**config.mk**
```make
export PLATFORM = sky130hd
export DESIGN_NAME = debug_dump_tx
export DESIGN_NICKNAME = d
export VERILOG_FILES = /design/src/rtl/debug_dump_tx.sv
export SDC_FILE = /design/constraint.sdc
export NUM_CORES = 1
export LEC_CHECK = 0
export BUFFER_PORTS_ARGS = -buffer_cell sky130_fd_sc_hd__buf_4
export CAP_MARGIN = 20
export CORE_UTILIZATION = 40
export DETAILED_ROUTE_END_ITERATION = 6
export GPL_TIMING_DRIVEN = 0
export PLACE_DENSITY = 0.74
export SLEW_MARGIN = 20
export SYNTH_ARGS = -nofsm -noshare
export SYNTH_HDL_FRONTEND = slang
export SYNTH_SLANG_ARGS = --single-unit
```
**constraint.sdc**
```tcl
create_clock -name i_clk -period 1.95 [get_ports i_clk]
set_input_delay 0.0975 -clock i_clk [delete_from_list [all_inputs] [get_ports i_clk]]
set_output_delay 0.0975 -clock i_clk [all_outputs]
set_load 0.005 [all_outputs]
```
**src/rtl/debug_dump_tx.sv**
```systemverilog
// Debug dump transmitter: streams HDR, PC, register file and data memory as one
// MSB-first byte frame into the UART TX FIFO, stalling on FIFO-full.
module debug_dump_tx #(
  parameter int          NB_REG      = 32,
  parameter int          N_REGS      = 32,
  parameter int          N_MEM_WORDS = 32,
  parameter logic [7:0]  HDR_BYTE    = 8'hA5
) (
  input  logic              i_clk,
  input  logic              i_reset,
  input  logic              i_start,
  input  logic [NB_REG-1:0] i_pc,
  input  logic [NB_REG-1:0] i_reg_data,
  input  logic [NB_REG-1:0] i_mem_data,
  input  logic              i_tx_full,
  output logic [NB_REG-1:0] o_addr,
  output logic              o_sel,
  output logic [7:0]        o_tx_data,
  output logic              o_tx_wr,
  output logic              o_busy,
  output logic              o_done
);

  // state   | meaning
  // IDLE    | waiting for i_start; PC snapshot taken on start
  // HDR     | send header byte
  // PC      | send the four PC bytes
  // FETCH   | present o_addr for the current word
  // LATCH   | capture read data into the shift register
  // WORD    | send the four bytes of the current word
  // DONE    | one-cycle o_done pulse

  localparam int N_MAX    = (N_REGS > N_MEM_WORDS) ? N_REGS : N_MEM_WORDS;
  localparam int NB_IDX   = (N_MAX > 1) ? $clog2(N_MAX) : 1;
  localparam int NB_BYTES = NB_REG / 8;
  localparam int NB_BCNT  = (NB_BYTES > 1) ? $clog2(NB_BYTES) : 1;

  typedef enum logic [2:0] {
    S_IDLE, S_HDR, S_PC, S_FETCH, S_LATCH, S_WORD, S_DONE
  } state_t;

  state_t              r_state;
  state_t              w_state_nxt;
  logic [NB_REG-1:0]   r_shift;
  logic [NB_BCNT-1:0]  r_bcnt;
  logic [NB_IDX-1:0]   r_idx;
  logic                r_sel;
  logic                w_tx_wr;
  logic                w_last_byte;
  logic                w_last_idx;

  assign w_last_byte = (r_bcnt == '0);
  assign w_last_idx  = r_sel ? (r_idx == NB_IDX'(N_MEM_WORDS - 1))
                             : (r_idx == NB_IDX'(N_REGS - 1));

  always_ff @(posedge i_clk or negedge i_reset) begin
    if (!i_reset) r_state <= S_IDLE;
    else          r_state <= w_state_nxt;
  end

  always_comb begin
    w_state_nxt = r_state;
    w_tx_wr     = 1'b0;
    o_tx_data   = 8'h00;
    o_done      = 1'b0;
    case (r_state)
      S_IDLE:  if (i_start) w_state_nxt = S_HDR;
      S_HDR: begin
        w_tx_wr   = ~i_tx_full;
        o_tx_data = HDR_BYTE;
        if (!i_tx_full) w_state_nxt = S_PC;
      end
      S_PC: begin
        w_tx_wr   = ~i_tx_full;
        o_tx_data = r_shift[NB_REG-1 -: 8];
        if (!i_tx_full && w_last_byte) w_state_nxt = S_FETCH;
      end
      S_FETCH: w_state_nxt = S_LATCH;
      S_LATCH: w_state_nxt = S_WORD;
      S_WORD: begin
        w_tx_wr   = ~i_tx_full;
        o_tx_data = r_shift[NB_REG-1 -: 8];
        if (!i_tx_full && w_last_byte)
          w_state_nxt = (r_sel && w_last_idx) ? S_DONE : S_FETCH;
      end
      S_DONE: begin
        o_done      = 1'b1;
        w_state_nxt = S_IDLE;
      end
      default: w_state_nxt = S_IDLE;
    endcase
  end

  // Byte counter is a down-counter; terminal count 0 marks the last byte of a word.
  always_ff @(posedge i_clk or negedge i_reset) begin
    if (!i_reset) begin
      r_shift <= '0;
      r_bcnt  <= NB_BCNT'(NB_BYTES - 1);
      r_idx   <= '0;
      r_sel   <= 1'b0;
    end else begin
      case (r_state)
        S_IDLE: begin
          if (i_start) begin
            r_shift <= i_pc;
            r_bcnt  <= NB_BCNT'(NB_BYTES - 1);
            r_idx   <= '0;
            r_sel   <= 1'b0;
          end
        end
        S_PC: begin
          if (w_tx_wr) begin
            r_shift <= {r_shift[NB_REG-9:0], 8'h00};
            r_bcnt  <= r_bcnt - NB_BCNT'(1);
          end
        end
        S_LATCH: begin
          r_shift <= r_sel ? i_mem_data : i_reg_data;
          r_bcnt  <= NB_BCNT'(NB_BYTES - 1);
        end
        S_WORD: begin
          if (w_tx_wr) begin
            r_shift <= {r_shift[NB_REG-9:0], 8'h00};
            r_bcnt  <= r_bcnt - NB_BCNT'(1);
            if (w_last_byte) begin
              // End of section: restart index; after memory this returns sel to 0.
              if (w_last_idx) begin
                r_idx <= '0;
                r_sel <= ~r_sel;
              end else begin
                r_idx <= r_idx + NB_IDX'(1);
              end
            end
          end
        end
        default: ;
      endcase
    end
  end

  assign o_tx_wr = w_tx_wr;
  assign o_busy  = (r_state != S_IDLE);
  assign o_sel   = r_sel;
  assign o_addr  = {{(NB_REG-NB_IDX){1'b0}}, r_idx};

endmodule

```
Word-level counts from Yosys, hierarchy flattened
Index checks and enable logic that the tools add are counted.
{ "op_classes": {"n_addsub": 2, "eq_ne": 15, "n_mux": 26, "bitwise_logic": 2, "reduce_logical": 14} }
{ "ops": {"columns": ["cell", "count"], "rows": [
  ["$mux 32", 3],
  ["$pmux 32 s3", 1],
  ["$mux 5", 4],
  ["$pmux 3 s6", 1],
  ["$pmux 8 s2", 1],
  ["$mux 3", 5],
  ["$ne 2x2->1 const B", 7],
  ["$pmux 5 s2", 1],
  ["$eq 3x3->1 const B", 3],
  ["$reduce_and 4->1", 2],
  ["$eq 3x2->1 const B", 2],
  ["$mux 1", 6],
  ["$pmux 2 s3", 1],
  ["$reduce_bool 3->1", 2],
  ["$add 5x1->5 const B", 1],
  ["$eq 5x5->1 const B", 1],
  ["$reduce_and 5->1", 1],
  ["$mux 2", 2],
  ["$eq 3x1->1 const B", 1],
  ["$logic_not 3->1", 1],
  ["$reduce_and 3->1", 1],
  ["$reduce_or 3->1", 1],
  ["$logic_and 1x1->1", 2],
  ["$logic_not 2->1", 1],
  ["other kinds (7)", 8]
]} }
{ "totals": {"register_bits": 43, "output_inout_bits": 44} }

Depth between registers and ports, before layout
{ "depth": {"word_depth": 5, "mapped_depth": 7, "ltp_nobuf": 6} }

Worst setup path before layout
OpenSTA, ideal clock, no wires.
{ "synth_path": {"kind": "register to register", "startpoint": "register r_state[2]", "endpoint": "register r_shift[10]", "arrival_time_ns": 1.685, "required_ns": 1.825, "path_slack_ns": 0.141, "stages_incl_launch_ff": 8, "n_path_buf": 3, "period_less_slack_ns": 1.809, "path_cell_list": "dfrtp_1 > buf_6 > inv_1 > buf_2 > o22ai_1 > a22oi_2 > buf_2 > mux2_2"} }
{ "synth_via": {"elab_chain_len": 5} }
{ "synth_lines": {"columns": ["element", "line", "source"], "rows": [
  ["start, declared", "42", "state_t r_state;"],
  ["start signal, assigned", "58", "else r_state <= w_state_nxt;"],
  ["$eq 3x3->1 (tied with other cells)", "66, 102", null],
  ["$reduce_or 3->1 (no source line)", null, null],
  ["$mux 1", null, null],
  ["$ne 2x1->1 (no source line)", null, null],
  ["$reduce_and 3->1 (no source line)", null, null],
  ["end signal, assigned", "105", "r_shift <= i_pc;"],
  ["end signal, assigned", "113", "r_shift <= {r_shift[NB_REG-9:0], 8'h00};"],
  ["end signal, assigned", "118", "r_shift <= r_sel ? i_mem_data : i_reg_data;"],
  ["end, declared", "44", "logic [NB_REG-1:0] r_shift;"]
]} }
Parallel ways exist; a longest one is shown, timed or not.
A chain may end at the register's enable or synchronous reset.

Worst setup path in the final report
{ "layout_path": {"startpoint": "register r_state[2]", "endpoint": "register r_shift[26]"} }
The elaborated chain is that of the path after synthesis.

==> run_results.csv <==
group,metric,value,unit
timing,relSlewSlack,62.6,%
die,core_region_area,7210,µm²
synth,async_flop_share,100,%
synth,synthTopCellsByArea,"dfrtp_1, mux2_2, mux2i_1",
critical_path,slowest_delay,0.39,ns
cts,h-tree-depth,2,
synth,ys_seq_area_share,36.3,%
place,dpl.hpwl,5990,µm
timing,tightest_slew,0.561,ns
timing,maxSlewViolCount,0,
global_route,grt_use_total,20.1,%
hold_path,hold_start,"i_start",
global_route,grt_pass1_vias,2583,
synth,yosys.area.top_type,"dfrtp_1",
timing,min_period_over_period,97.7,%
global_route,grt_pass1_wl,11800,µm
global_route,grt_max_degree,44,
timing,hold_viol_final,0,
critical_path,cp-start-kind,"flip-flop",
timing,layout_min_cycle_time,1.91,ns
synth,synth_seq_cells,43,
synth,synth_most_common_cell,"dfrtp_1",
critical_path,r2r_start,"r_state[2]$_DFFE_PN0P_",
cts,clk_pin_slew,0.08,ns
detailed_routing,ant_nets,0,
cts,tritoncts,"done",
place,portBuffers,116,
critical_path,crit_path_frequent_cell,"buf_6",
die,die_w,88.2,µm
timing,rsz0062_at_grt,"yes",
timing,setup_viol,0,
place,pre_cts_slack,-0.146,ns
cts,cts_buffers,5,
final_layout,drive_gt1_share,49.7,%
critical_path,crit_path_top_delay_cell,"dfrtp_1",
synth,syn_area_per_cell,10.2,µm²
place,dpl.cell_count,532,
final_layout,nets,551,
hold_path,whs_endpoint,"r_state[0]$_DFFE_PN0P_",
die,initial_core_util,41.2,%
die,num_rows,31,
global_route,grt-ovfl-total,0,
die,io_pins,144,
critical_path,required,2.14,ns
critical_path,timing.rr.end,"r_shift[26]$_DFFE_PN0P_",
critical_path,critical_path_arrival,2.10,ns
die,dieArea,7780,µm²
place,place_congestion,0.850,
die,die_h,88.2,µm
cts,cts-root-buf,"clkbuf_8",
hold_path,hp-class,"primary input to flip-flop",
detailed_routing,viasPerCell,4.89,
flow_run,maxCapViolCount,0,
critical_path,endpoint_kind,"flip-flop",
detailed_routing,avgRoutedWirePerCell,13.9,µm
synth,synth_top_area_share,34.5,%
outcome,status,"finished clean",
detailed_routing,routed_wl,7640,µm
synth,synth.top_cells.by_count,"dfrtp_1, mux2_2, mux2i_1",
detailed_routing,firstDrtPassIters,4,
synth,synth_area,2970,µm²
power_and_ir_drop,p_per_area,1180,nW/µm²
synth,synth_enable_flop_cells,0,
final_layout,finalNonFillerCells,548,
timing,setup_ws,0.0447,ns
synth,ys_warn_count,0,
global_route,antenna_found_initial,0,
synth,postSynthCellCount,291,
power_and_ir_drop,p_leak,2.06,nW
synth,synthFlopType,"dfrtp_1",
power_and_ir_drop,peakVddDrop,0.000651,V
detailed_routing,drc,0,
cts,clk-insertion-delay-late,0.30,ns
final_layout,fill_cells,648,
detailed_routing,num_vias,2682,
critical_path,cp_max_fo,10,
final_layout,syn_to_final_growth,44.0,%
critical_path,worstPathCellList,"buf_6 -> or3b_4 -> o21a_4 -> buf_6 -> a221o_1 -> mux2_2",
final_layout,diodes,0,
critical_path,reg2regPathDepth,6,
critical_path,crit_type,"flip-flop to flip-flop",
synth,synthDistinctLibCells,40,
hold_path,min_delay_path_depth,2,
detailed_routing,drt-initial-drc-count,96,
timing,fmax,525,MHz
critical_path,reg2reg_slack,0.04,ns
timing,clock_skew,0.00807,ns
cts,cts_sinks,43,
cts,clockBufferDepth,2,
[power breakdown]
| part | leakage, nW | internal [mW] | switching, mW |
|---|---|---|---|
| logic | 1.48 | 1.62 | 1.21 |
| registers | 0.526 | 1.32 | 0.243 |
| clock network | 0.0505 | 0.322 | 0.317 |
| total | 2.06 | 3.26 | 1.77 |
[metrics by stage]
| stage | power [mW] | utilization, % | setup TNS [ns] | cell area, µm² | hold WS, ns |
|---|---|---|---|---|---|
| floorplan | 3.39 | - | 0 | 3070 | -0.198 |
| CTS | 4.92 | 58.4 | -0.0580 | 4210 | 0.0845 |
| finish | 5.03 | 59.3 | 0 | 4280 | 0.0904 |
| detailed placement | 4.23 | 56.3 | -4.24 | 4060 | 0.125 |
| global route | 5.38 | 59.3 | -0.0450 | 4280 | 0.0963 |
| global placement | 4.16 | 56.3 | -3.48 | 4060 | 0.130 |
[routing by layer]
metal	share of wire [%]	GRT usage (%)	up-vias
met4	1.9	7.33	0
met2	50	35.6	112
li1	-	-	1323
met1	40	23.2	1235
met3	7.4	5.37	12
met5	0	0	-
[critical path, delay by kind of cell (launching register included)]
family / cells / cell delay, ns
flip-flops: 1 / 0.39
buffers and inverters: 2 / 0.29
AO/OA/AOI/OAI: 2 / 0.48
multiplexers: 1 / 0.26
AND/OR/NAND/NOR: 1 / 0.38
[final cells by class]
cell class | instances | area, µm² | area share [%]
multi-input cells | 221 | 1650 | 38.6
flip-flops and latches | 43 | 1080 | 25.2
repair buffers | 124 | 933 | 21.8
plain buffers | 48 | 368 | 8.60
well taps | 99 | 124 | 2.89
clock buffers | 7 | 96.3 | 2.25
inverters | 5 | 18.8 | 0.439
clock inverters | 1 | 7.51 | 0.175
[worst max-delay path by stage]
stage,startpoint,endpoint,slack [ns],cells past startpoint
after floorplan,r_state[2]$_DFFE_PN0P_,r_shift[10]$_DFFE_PN0P_,0.14,7
after global placement,r_state[2]$_DFFE_PN0P_,r_shift[8]$_DFFE_PN0P_,-0.13,7
after detailed placement,r_state[2]$_DFFE_PN0P_,r_shift[10]$_DFFE_PN0P_,-0.15,7
after CTS,r_state[2]$_DFFE_PN0P_,r_shift[22]$_DFFE_PN0P_,-0.008,7
after global routing,r_state[2]$_DFFE_PN0P_,r_shift[16]$_DFFE_PN0P_,-0.03,6
final,r_state[2]$_DFFE_PN0P_,r_shift[26]$_DFFE_PN0P_,0.04,6
[cells by family after synthesis]
family,Yosys count,synth area share (%)
buf+inv,53,11.5
compound gates,57,16.0
fa+ha+maj,3,1.26
flops,43,36.3
other cells,1,0.126
mux,66,23.7
simple gates,68,11.1
[layout by cell type (no fill, tap or decap), types with 2 or more instances in the layout]
master,Yosys,layout
buf_4,27,155
ha_1,3,2
clkbuf_4,0,3
a221o_1,24,24
o2bb2ai_1,8,8
o21ai_0,14,14
nor2_1,28,28
nand2_1,19,19
buf_6,4,5
clkbuf_8,0,7
buf_2,10,4
mux2_2,34,34
dfstp_2,2,2
a21oi_1,2,2
mux2i_1,32,32
or3_1,2,2
clkbuf_2,0,2
nor3_1,2,2
conb_1,1,27
and2_1,5,5
dfrtp_1,41,41
inv_1,5,5
nand3b_1,2,2
[flip-flops by register name, indices dropped and copies added (netlist names)]
signal and count:
r_idx 5, o_sel 1, r_shift 32, r_bcnt 2, r_state 3
[timing repair]
action / CTS / global route
pin swaps: 2 / 3
buffers inserted: 2 / 5
setup endpoints to repair: 36 / 42
gates resized for setup: 10 / 18
hold endpoints to repair: 41 / 0
hold buffers: 1 / 0
Power figures use the tool's default switching activity.
